### src/rtl/lifo_stack.sv
// Parameterized LIFO stack with programmable pop read latency, high-water flag and
// overflow/underflow error outputs. Define LIFO_STACK_ERR_STICKY_EN to make the error outputs sticky.
module lifo_stack #(
    parameter int depth           = 2,
    parameter int width           = 1,
    parameter int pop_latency     = 0,
    parameter int high_water_mark = 0,
    parameter int CW              = $clog2(depth + 1)
) (
    input  logic             clock,
    input  logic             reset,
    input  logic             enable,
    input  logic             push,
    input  logic [width-1:0] push_data,
    input  logic             pop,
    output logic [width-1:0] pop_data,
    output logic             pop_valid,
    output logic             full,
    output logic             empty,
    output logic             high_water,
    output logic [CW-1:0]    count,
    output logic             overflow,
    output logic             underflow
);

    localparam int            AW      = (depth > 1) ? $clog2(depth) : 1;
    localparam logic [CW-1:0] DEPTH_C = CW'(depth);
    localparam logic [CW-1:0] HWM_C   = CW'(high_water_mark);
    localparam bit            HW_EN   = (high_water_mark != 0);

    logic [width-1:0] mem [depth];

    logic [CW-1:0]    count_reg, count_next, count_dec;
    logic             full_reg, full_next;
    logic             empty_reg, empty_next;
    logic             high_water_reg, high_water_next;
    logic             overflow_reg, overflow_next;
    logic             underflow_reg, underflow_next;
    logic             pop_accept, push_accept;
    logic [AW-1:0]    rd_addr, wr_addr;
    logic [width-1:0] top_data;

    // Top of stack lives at count-1; when empty the address is meaningless and the data is never used.
    assign count_dec = count_reg - CW'(1);
    assign rd_addr   = count_dec[AW-1:0];
    assign top_data  = mem[rd_addr];

    always_comb begin
        pop_accept      = enable & pop & ~empty_reg;
        // A push into a full stack is still accepted when a pop frees the top slot in the same cycle.
        push_accept     = enable & push & (~full_reg | pop);
        wr_addr         = pop_accept ? rd_addr : count_reg[AW-1:0];
        count_next      = count_reg;
        if (push_accept && !pop_accept) begin
            count_next = count_reg + CW'(1);
        end else if (pop_accept && !push_accept) begin
            count_next = count_dec;
        end
        full_next       = (count_next == DEPTH_C);
        empty_next      = (count_next == '0);
        high_water_next = HW_EN && (count_next >= HWM_C);
        overflow_next   = enable & push & ~pop & full_reg;
        underflow_next  = enable & pop & empty_reg;
    end

    always_ff @(posedge clock) begin
        if (push_accept) begin
            mem[wr_addr] <= push_data;
        end
    end

    always_ff @(posedge clock or posedge reset) begin
        if (reset) begin
            count_reg      <= '0;
            full_reg       <= 1'b0;
            empty_reg      <= 1'b1;
            high_water_reg <= 1'b0;
            overflow_reg   <= 1'b0;
            underflow_reg  <= 1'b0;
        end else begin
            count_reg      <= count_next;
            full_reg       <= full_next;
            empty_reg      <= empty_next;
            high_water_reg <= high_water_next;
`ifdef LIFO_STACK_ERR_STICKY_EN
            overflow_reg   <= overflow_reg | overflow_next;
            underflow_reg  <= underflow_reg | underflow_next;
`else
            overflow_reg   <= overflow_next;
            underflow_reg  <= underflow_next;
`endif
        end
    end

    assign count      = count_reg;
    assign full       = full_reg;
    assign empty      = empty_reg;
    assign high_water = high_water_reg;
    assign overflow   = overflow_reg;
    assign underflow  = underflow_reg;

    genvar gi;
    generate
        if (pop_latency == 0) begin : g_lat0
            assign pop_valid = pop_accept;
            assign pop_data  = empty_reg ? '0 : top_data;
        end else begin : g_latn
            // Each stage only loads data alongside a valid, so the output holds its last popped value.
            for (gi = 0; gi < pop_latency; gi++) begin : g_stage
                logic             valid_in;
                logic [width-1:0] data_in;
                logic             valid_reg;
                logic [width-1:0] data_reg;

                if (gi == 0) begin : g_head
                    assign valid_in = pop_accept;
                    assign data_in  = top_data;
                end else begin : g_tail
                    assign valid_in = g_stage[gi-1].valid_reg;
                    assign data_in  = g_stage[gi-1].data_reg;
                end

                always_ff @(posedge clock or posedge reset) begin
                    if (reset) begin
                        valid_reg <= 1'b0;
                        data_reg  <= '0;
                    end else begin
                        valid_reg <= valid_in;
                        if (valid_in) begin
                            data_reg <= data_in;
                        end
                    end
                end
            end
            assign pop_valid = g_stage[pop_latency-1].valid_reg;
            assign pop_data  = g_stage[pop_latency-1].data_reg;
        end
    endgenerate

endmodule

### config.mk
export PLATFORM = sky130hd
export DESIGN_NAME = lifo_stack
export DESIGN_NICKNAME = d
export VERILOG_FILES = /design/src/rtl/lifo_stack.sv
export SDC_FILE = /design/constraint.sdc
export NUM_CORES = 1
export LEC_CHECK = 0
export BUFFER_PORTS_ARGS = -buffer_cell sky130_fd_sc_hd__buf_2
export CAP_MARGIN = 20
export CORE_AREA = 4 4 41 43
export DETAILED_ROUTE_END_ITERATION = 8
export DIE_AREA = 0 0 45 47
export SYNTH_ARGS = -nofsm -noshare
export SYNTH_HDL_FRONTEND = slang
export SYNTH_SLANG_ARGS = --single-unit
### constraint.sdc
create_clock -name clock -period 1.6 [get_ports clock]
set_clock_uncertainty 0.1 [all_clocks]
set_input_delay 0.4 -clock clock [delete_from_list [all_inputs] [get_ports clock]]
set_output_delay 0.4 -clock clock [all_outputs]
set_load 0.005 [all_outputs]
# [Word-level counts from Yosys, hierarchy flattened]
# Memory sizes are Yosys's and may differ from the RTL's.
# Cells that the tools add are included.
[op_classes] addsub=2 n_eq_ne=1 muxes=6 bitwise=11 reduce_logical=5
[ops] cell="$and A1 B1 Y1" count=7
[ops] cell="$mux W1" count=4
[ops] cell="$mux W2" count=2
[ops] cell="$not A1 Y1" count=3
[ops] cell="$add A2 B1 Y2 const B" count=1
[ops] cell="$eq A2 B2 Y1 const B" count=1
[ops] cell="$logic_and A1 B1 Y1" count=2
[ops] cell="$logic_not A1 Y1" count=2
[ops] cell="$logic_not A2 Y1" count=1
[ops] cell="$sub A2 B1 Y2 const B" count=1
[ops] cell="$or A1 B1 Y1" count=1
[word_totals] register_bits=6 ramBits=2 input_bits=6 out_inout_bits=9 word_cells=31 mem_count=1
[memory_table] memory="mem" depth=2 word_bits=1 rd=1 rd_clocked_by_memory_dff=0 write_ports=1 line_no="31" source="logic [width-1:0] mem [depth];"

# [Logic depth before layout (Yosys ltp)]
[depth] word_depth=8 mapped_depth=5 depth_no_buf=4

# [Worst setup path before layout]
# Ideal clock, no wire load.
[synth_timing] path_kind="register -> register" startpoint="register empty_reg (netlist: empty)" endpoint="register count_reg[1] (netlist: count[1])" setup_time_ns=0.079 arrival_time_ns=1.295 required_ns=1.421 setup_slack_ns=0.126 path_stages_with_launch=5 n_path_buf=0 synth_period_minus_slack_ns=1.474 path_cell_list="dfstp_2 > nor2b_1 > or3_4 > mux2i_4 > xor2_1"
[synth_via] elab_chain_cells=5 elab_cells_between_ends=7 cone_classes="mux: 2; bitwise: 2; reduce/logical: 3"
[synth_lines] element="start, declared" line_no="35" source="logic empty_reg, empty_next;"
[synth_lines] element="start signal, assigned" line_no="83" source="empty_reg <= empty_next;"
[synth_lines] element="$not A1 Y1 (*)" line_no="49" source="pop_accept = enable & pop & ~empty_reg;"
[synth_lines] element="$and A1 B1 Y1 (*)" line_no="49"
[synth_lines] element="$logic_and A1 B1 Y1 / $logic_not A1 Y1 (equally long branches)" line_no="56, 54"
[synth_lines] element="$mux W2 / $logic_and A1 B1 Y1 (equally long branches)" line_no="56, 54"
[synth_lines] element="$mux W2 (*)" line_no="54" source="if (push_accept && !pop_accept) begin"
[synth_lines] element="via count_next[1]" line_no="33" source="logic [CW-1:0] count_reg, count_next, count_dec;"
[synth_lines] element="end signal, assigned" line_no="81" source="count_reg <= count_next;"
[synth_lines] element="end, declared" line_no="33"
# The timed path passes the listed nets; every way through them passes the cells marked *.

# [Final worst setup path]
# Ends and elaborated chain as after synthesis.

==> run_results.csv <==
group,metric,value,unit
run_status,outcome,"complete, no violations",
global_routing,gr-total-overflow,0,
clocking,cts_inserted_buffers,3,
timing,slew_violations,0,
power,powerDensity,1575,nW/um2
setup_path,critPathSlowestCell,"dfstp_2",
global_routing,grt_first_pass_wirelength,1.600,mm
setup_path,r2r_start,"empty",
placement,gp_congestion,0.7485,
synthesis,yosysSeqAreaShare,48.15,%
routing,route.detailed.drc,0,
synthesis,synth_top_cell_area_share,28.49,%
synthesis,synth_warnings,0,
placement,dp_cells,72,
timing,holdWs,241.0,ps
setup_path,r2r_cells,4,
floorplan,die-area,2115,um2
synthesis,async_reset_ff_share,75.00,%
global_routing,grt_max_degree,8,
hold_path,hp-start,"push_data",
setup_path,path_buf_inv,0,
hold_path,hp-class,"input pin to flip-flop",
synthesis,synth.distinct_cells,25,
hold_path,min_path_cells,1,
synthesis,synthTopCellsByArea,"dfrtp_1, edfxtp_1, dfstp_2",
synthesis,synth_edf_count,2,
setup_path,path_cells,"nor2b_2 -> or3_4 -> mux2i_4 -> xor2_1",
routing,avgRoutedWirePerCell,12.29,um
floorplan,dieWidth,45,um
placement,io_buffers,13,
clocking,cts_tree,"built",
floorplan,placement_rows,13,
synthesis,syn_inst,44,
setup_path,endpoint_kind,"flip-flop",
setup_path,required,1670,ps
cells_and_area,final_nets,70,
timing,fin_crit_sh,94.90,%
cells_and_area,num_antenna_cells,0,
timing,setup_viol,0,
global_routing,antenna_found_initial,0,
placement,dp_hpwl,720.6,um
routing,vias,369,
setup_path,crit_path_max_incr_delay,590,ps
hold_path,holdPathEnd,"mem[1]",
synthesis,yosys.area.top_type,"dfrtp_1",
power,max-vdd-ir-drop,0.5237,mV
synthesis,synth_common_cells,"dfrtp_1, nor2_1, a21oi_1, nand2_1, nor2b_1",
setup_path,worstPathMaxFanout,7,
routing,antenna_left,0,
power,p_leak,0.2746,nW
timing,final.setup.tns,0,ps
cells_and_area,postLayoutCoreUtil,44.13,%
setup_path,startpoint_type,"flip-flop",
setup_path,cp_top_family,"flip-flops",
timing,rsz0062_at_grt,"no",
cells_and_area,drive_above_1_share,39.68,%
setup_path,crit_arrival,1590,ps
clocking,worstSkewPairLatency,250,ps
synthesis,synth_area,439.2,um2
setup_path,crit_type,"flip-flop to flip-flop",
cells_and_area,syn2layout_area_growth,30.77,%
setup_path,reg2reg_slack,80,ps
power,power,0.9047,mW
floorplan,die_h,47,um
run,cap_violations,0,
clocking,cts_buffer_depth,2,
clocking,cts_max_level,1,
clocking,root_buffer,"clkbuf_4",
clocking,cts_sinks,8,
synthesis,avgSynthCellArea,9.981,um2
synthesis,ys.flop_type,"dfrtp_1",
floorplan,core_area,1301,um2
floorplan,ioPinCount,15,
synthesis,synth.net_count,50,
floorplan,initial_core_util,33.75,%
global_routing,grt.total_usage,10.85,%
routing,drtIter0Drc,13,
cells_and_area,final_cells,78,
timing,fin_crit,1518,ps
routing,wl,959,um
timing,hold_violations,0,
setup_path,r2r-end,"count[1]",
routing,first_pass_iters,4,
timing,max_freq,658.6,MHz
routing,viasPerCell,4.731,
synthesis,synth-seq-cells,8,
clocking,clk_pin_slew_worst_paths,60,ps
global_routing,grt_pass1_vias,361,
[repair_timing]
action | 4_1_cts | 5_1_grt
hold buffers | 1 | 0
endpoints found under the hold margin | 5 | 0
setup endpoints to repair | 1 | 2
cloned | 0 | 0
buffers inserted | 1 | 0
gates resized for setup | 1 | 1
[layout by cell type (no fill, tap or decap)]
cell,synthesis,final
xnor2_1,2,2
nand4_1,1,1
buf_4,1,3
inv_1,1,1
o221ai_1,2,2
dfrtp_1,5,4
conb_1,1,1
xor2_1,1,1
nand2_1,3,3
dfstp_2,1,1
inv_2,1,1
nor2b_1,3,2
mux2i_1,1,1
clkbuf_4,0,3
nand3_1,1,1
or3_1,1,1
nor3b_1,1,1
dfrtp_2,0,1
and3_1,2,2
nor3_1,2,2
buf_2,0,13
mux2i_4,1,1
nor2b_2,0,1
dlygate4sd3_1,0,1
clkbuf_1,1,1
nand2b_1,1,1
a21oi_1,3,3
nor2_1,5,5
or3_4,1,1
edfxtp_1,2,2
[kinds of logic after synthesis]
| logic type | count (synthesis) | share of synthesized area, % |
|---|---|---|
| AND/OR/NAND/NOR | 21 | 25.93 |
| flip-flops | 8 | 48.15 |
| AO/OA/AOI/OAI | 5 | 7.407 |
| buffers and inverters | 4 | 4.272 |
| XOR/XNOR | 3 | 5.984 |
| multiplexers | 2 | 7.407 |
| other | 1 | 0.8539 |
[report_power, final]
part / internal [mW] / switching (mW) / leakage (nW) / total [mW]
Sequential: 0.278 / 0.0596 / 0.0917 / 0.338
Combinational: 0.209 / 0.194 / 0.168 / 0.403
Clock: 0.0953 / 0.0692 / 0.0150 / 0.165
Total: 0.582 / 0.322 / 0.275 / 0.905
[layer usage]
layer | vias to the layer above | global-route usage [%] | routed length [um]
met2 | 17 | 16.67 | 447
met5 | - | 0 | 0
met3 | 2 | 1.533 | 69
li1 | 190 | - | -
met1 | 160 | 13.55 | 424
met4 | 0 | 8.772 | 18
[how the worst max path moves through the flow]
stage	slack (ps)	from	to	depth (start not counted)
after floorplan	130	empty	count[1]	4
after global placement	60	pop	count[1]	5
after detailed placement	20	pop	count[1]	5
after CTS	60	empty	count[1]	4
after global routing	10	empty	count[1]	4
final	80	empty	count[1]	4
[stage by stage]
| step | cell area [um2] | setup WS (ps) |
|---|---|---|
| after floorplan | 439.2 | 125.8 |
| after global placement | 526.8 | 56.57 |
| after detailed placement | 526.8 | 20.87 |
| after CTS | 571.8 | 55.42 |
| after global routing | 574.3 | 10.37 |
| final | 574.3 | 81.54 |
[final cells by class]
| cell class | count | area, um2 |
|---|---|---|
| flip-flops and latches | 8 | 212.7 |
| well taps | 15 | 18.77 |
| clock buffers | 4 | 26.28 |
| inverters | 2 | 7.507 |
| repair buffers | 17 | 97.59 |
| multi-input cells | 32 | 211.5 |
| fillers | 127 | 726.9 |
Power figures use the tool's default switching activity.
